## config.mk

```make
export PLATFORM = sky130hd
export DESIGN_NAME = acc_result_streamer
export DESIGN_NICKNAME = d
export VERILOG_FILES = /design/src/rtl/acc_result_streamer.sv
export SDC_FILE = /design/constraint.sdc
export NUM_CORES = 2
export LEC_CHECK = 0
export CAP_MARGIN = 10
export CORE_MARGIN = 3
export CORE_UTILIZATION = 40
export CTS_BUF_LIST = sky130_fd_sc_hd__clkbuf_4 sky130_fd_sc_hd__clkbuf_8
export CTS_CLUSTER_DIAMETER = 200
export DETAILED_ROUTE_END_ITERATION = 12
export PLACE_DENSITY_LB_ADDON = 0.1
export SLEW_MARGIN = 15
export SYNTH_ARGS = -nofsm -noshare
export SYNTH_HDL_FRONTEND = slang
export SYNTH_SLANG_ARGS = --single-unit
```

## constraint.sdc

```tcl
create_clock -name clk -period 48.6 [get_ports clk]
set_input_delay 9.72 -clock clk [delete_from_list [all_inputs] [get_ports clk]]
set_output_delay 9.72 -clock clk [all_outputs]
set_load 0.01 [all_outputs]
```

## src/rtl/acc_result_streamer.sv

```systemverilog
// acc_result_streamer
//   Output stage behind the matrix accelerator. Each done_in pulse captures
//   one 288-bit result record {vmax, 8'h00, quant, softmax} into a small FIFO.
//   The record is then sent to the host/DMA side as 9 beats of 32 bits on a
//   valid/ready stream, lowest word first.
//
// Ports
//   clk        : clock, rising edge
//   rst_n      : asynchronous reset, ACTIVE-HIGH despite the name
//   done_in    : one-cycle capture strobe from the accelerator
//   softmax_in : 128-bit softmax result
//   quant_in   : 136-bit quantized data
//   vmax_in    : 16-bit vector maximum
//   out_data   : current 32-bit beat
//   out_valid  : beat valid
//   out_ready  : consumer accepts the beat when out_valid && out_ready
//   out_last   : high on beat 8 of a record
//   fill_level : records stored, including the one being streamed
//   full       : fill_level == DEPTH
//   overflow   : sticky, set when a record is dropped on a full FIFO
//   clr_ovf    : synchronous clear of overflow (a same-cycle drop wins)
module acc_result_streamer #(
  parameter int unsigned DEPTH = 4,
  parameter int unsigned CNT_W = 3
) (
  input  logic             clk,
  input  logic             rst_n,
  input  logic             done_in,
  input  logic [127:0]     softmax_in,
  input  logic [135:0]     quant_in,
  input  logic [15:0]      vmax_in,
  output logic [31:0]      out_data,
  output logic             out_valid,
  input  logic             out_ready,
  output logic             out_last,
  output logic [CNT_W-1:0] fill_level,
  output logic             full,
  output logic             overflow,
  input  logic             clr_ovf
);

  localparam int unsigned PTR_W = $clog2(DEPTH);

  typedef enum logic {IDLE, SEND} state_t;

  state_t                 state, state_nxt;
  logic [8:0][31:0]       mem [DEPTH];
  logic [PTR_W-1:0]       wr_ptr, rd_ptr;
  logic [3:0]             idx;
  logic                   last_beat, push, pop, drop;

  always_comb begin
    state_nxt = state;
    last_beat = (state == SEND) && (idx == 4'd8);
    pop       = last_beat && out_ready;
    full      = (fill_level == CNT_W'(DEPTH));
    // Popping the head in the same cycle frees a slot, so a full FIFO can
    // still accept the new record without a drop.
    push      = done_in && (!full || pop);
    drop      = done_in && full && !pop;

    unique case (state)
      // Going to SEND on the push edge itself gives the first beat on the
      // cycle right after the done_in edge.
      IDLE: if (push) state_nxt = SEND;
      SEND: if (pop && !push && (fill_level == CNT_W'(1))) state_nxt = IDLE;
      default: state_nxt = IDLE;
    endcase

    out_valid = (state == SEND);
    out_last  = last_beat;
    out_data  = (state == SEND) ? mem[rd_ptr][idx] : '0;
  end

  always_ff @(posedge clk or posedge rst_n) begin
    if (rst_n) begin
      state      <= IDLE;
      wr_ptr     <= '0;
      rd_ptr     <= '0;
      idx        <= '0;
      fill_level <= '0;
      overflow   <= 1'b0;
      for (int unsigned i = 0; i < DEPTH; i++) mem[i] <= '0;
    end else begin
      state <= state_nxt;

      if (push) begin
        mem[wr_ptr] <= {vmax_in, 8'h00, quant_in, softmax_in};
        wr_ptr      <= wr_ptr + 1'b1;
      end

      if (pop) rd_ptr <= rd_ptr + 1'b1;

      if ((state == SEND) && out_ready) idx <= last_beat ? 4'd0 : idx + 4'd1;

      if (push && !pop)      fill_level <= fill_level + 1'b1;
      else if (pop && !push) fill_level <= fill_level - 1'b1;

      if (drop)         overflow <= 1'b1;
      else if (clr_ovf) overflow <= 1'b0;
    end
  end

endmodule

```

==> results.yml <==
status:
  outcome: "complete, no violations"
logic_synthesis:
  ys_warn_count: 0
  synth_top_cell_area_share_pct: 55.0
  seq_area_frac_synth_pct: 55.0
  syn_nets: 3437
  synth_common_cells: "dfrtp_1, mux2_2, mux4_2"
  synth.most_common_cell: "dfrtp_1"
  yosysTopAreaCell: "dfrtp_1"
  synth_cell_type_count: 50
  synth_ff_type: "dfrtp_1"
  synth_cells: 3142
  synthArstFlopShare_pct: 100
  synth-seq-cells: 1133
  synth_area_leaders: "dfrtp_1, mux2_2, mux4_2"
  syn_area_per_cell_um2: 16.4
  synth-edff-count: 0
  syn_area_um2: 51600
job:
  maxCapViolCount: 0
setup_path:
  crit_fanout: 97
  critPathLaunchType: "register"
  worst-r2r-setup-slack_ps: 42560
  crit_start: "rd_ptr[1]"
  crit_type: "register to output port"
  r2r-end: "mem[404]"
  critPathMaxStageDelay_ps: 830
  cp.arrival_ps: 5510
  endpoint_kind: "output port"
  worstReg2RegStart: "idx[1]"
  crit_chain: "buf_12 -> buf_4 -> mux4_2 -> a22o_1 -> a211o_1 -> a31o_1 -> clkdlybuf4s50_1"
  crit_path_top_delay_cell: "dfrtp_4"
  critPathRequiredTime_ps: 38880
  rr_worst_depth: 10
global_route:
  antenna_found_initial: 61
  grt_pass1_vias: 33000
  grt_overflow_total: 0
  track_usage_pct: 22.9
  grt_pass1_wl_mm: 224
  grt_max_degree: 184
sta:
  fin_crit_ps: 15230
  fmax_mhz: 65.7
  rsz0062_at_grt: "false"
  setup_ws_ps: 33370
  tns_ps: 0
  skew_ps: 29.2
  finalHoldViolCount: 0
  finalMaxSlewViolations: 0
  relSlewSlack_pct: 21.2
  tightest_slew_ps: 1180
  setup_viol: 0
  timing.final.crit_share_pct: 31.3
clock_network:
  cts_setup_buffers: 0
  clock_path_buffers: 3
  cts_made_buffers: 196
  cts_tree: "yes"
  cts_resized: 0
  ctsHoldBuffers: 0
  cts_max_level: 4
  clk-insertion-delay-late_ps: 890
  path_clk_slew_ps: 50
  cts_root_buffer: "clkbuf_8"
  clock-sinks: 1133
placement:
  place_congestion: 0.769
  io_buffers: 323
  place_ws_ps: 34010
  dp_hpwl_mm: 98.5
routing:
  drc_errors: 0
  via_count: 29800
  drt_iter0_markers: 1739
  firstDrtPassIters: 4
  ant_nets: 0
  vias_per_cell: 5.61
  routedWlPerCell_um: 28.6
  wl_mm: 152
floorplanning:
  placeableCoreArea_um2: 128000
  die_width_um: 365
  fp-row-count: 131
  start_util_pct: 40.3
  die-area_um2: 133000
  ios: 324
  die_height_um: 365
power_and_ir_drop:
  power_switching_mw: 1.48
  p_comb_share_pct: 41.6
  max-vdd-ir-drop_uv: 61.4
  pwr-share-clk_pct: 20.3
  seqPwrFrac_pct: 38.1
  power.leakage_nw: 24.9
  p_int_mw: 2.95
  p_per_area_nw_per_um2: 74.0
  p_sw_share_pct: 33.4
hold_path:
  holdPathStages: 1
  worst_hold_path_type: "register to register"
  hp-start: "mem[343]"
  whs_endpoint: "mem[343]"
cells_and_area:
  fin_nets: 3776
  layout-drive-gt1-share_pct: 47.7
  fin_util_pct: 46.8
  nFillCells: 11000
  area_delta_synth_final_pct: 16.1
[how the worst max path moves through the flow]
stage	to	slack, ps	depth (start not counted)
6_report	out_data[3]	33370	7
5_1_grt	out_data[3]	33000	7
4_1_cts	out_data[3]	33130	7
3_5_place_dp	mem[560]	34010	6
3_3_place_gp	mem[357]	34020	6
2_1_floorplan	fill_level[0]	6970	1
[power by group through the flow]
stage          combinational [mW]  sequential, mW  clock (mW)
2_1_floorplan                1.37            1.61           0
3_3_place_gp                 1.82            1.65           0
3_5_place_dp                 1.86            1.70           0
4_1_cts                      1.87            1.69       0.930
5_1_grt                      1.96            1.75       0.974
6_report                     1.84            1.69       0.901
[cells by family after synthesis]
group,Yosys count,share of synthesized area (%)
fa+ha+maj,10,0.243
buf+inv,250,3.57
mux,1464,37.3
flops,1133,55.0
xor+xnor,4,0.0679
compound gates,169,2.68
simple gates,112,1.13
[state kept, by name (all words and copies together) (netlist names)]
signal / flops
overflow: 1
out_valid: 1
idx: 4
fill_level: 3
wr_ptr: 2
rd_ptr: 2
mem: 1120
[metrics by stage]
| step | total power, mW | hold slack, ps | cell area, um2 | std cells |
|---|---|---|---|---|
| after floorplan | 2.98 | 459 | 51600 | 3142 |
| after global placement | 3.47 | 468 | 55700 | 4944 |
| after detailed placement | 3.57 | 475 | 55700 | 4944 |
| after CTS | 4.49 | 488 | 59800 | 5286 |
| after global routing | 4.68 | 505 | 59800 | 5299 |
| final | 4.43 | 483 | 59900 | 5313 |
[critical path, delay by kind of cell (launching register included)]
family,cells,cell delay (ps)
compound gates,3,920
buf+inv,3,2040
flops,1,830
mux,1,600
[per-layer routing]
layer / up-vias / share of wire, % / GRT usage [%]
li1: 12600 / - / -
met1: 16200 / 43 / 30.6
met5: - / 0.14 / 0
met3: 253 / 5.8 / 5.59
met4: 30 / 2.3 / 7.14
met2: 719 / 48 / 37.2
[layout by cell type, fill, tap and decap left out, drive strengths merged, types with 2 or more instances in the layout]
| master | count |
|---|---|
| o221ai | 23 |
| a31o | 19 |
| clkbuf | 316 |
| and3 | 2 |
| clkinvlp | 9 |
| a221oi | 23 |
| and3b | 2 |
| xnor2 | 4 |
| nor2 | 2 |
| a22o | 23 |
| a32o | 5 |
| nor2b | 3 |
| a22oi | 27 |
| mux2 | 1167 |
| nor3b | 2 |
| mux4 | 250 |
| inv | 23 |
| nand2 | 34 |
| ha | 10 |
| a21o | 2 |
| or3b | 2 |
| a21oi | 5 |
| mux2i | 47 |
| nand3 | 39 |
| clkinv | 15 |
| and2 | 20 |
| a211o | 23 |
| buf | 46 |
| dfrtp | 1133 |
| and4 | 2 |
| clkdlybuf4s50 | 323 |
| diode | 26 |
| o21ai | 12 |
[area by class of cell]
class / count / area (um2) / share of cell area [%]
Clock buffer: 316 / 3920 / 6.55
Multi-Input combinational cell: 1759 / 21500 / 35.8
Timing Repair Buffer: 369 / 3700 / 6.18
Inverter: 22 / 90.1 / 0.150
Antenna cell: 26 / 65.1 / 0.109
Clock inverter: 26 / 190 / 0.318
Tap cell: 1662 / 2080 / 3.47
Sequential cell: 1133 / 28400 / 47.4
No activity file was read; power rests on OpenSTA's default activity.
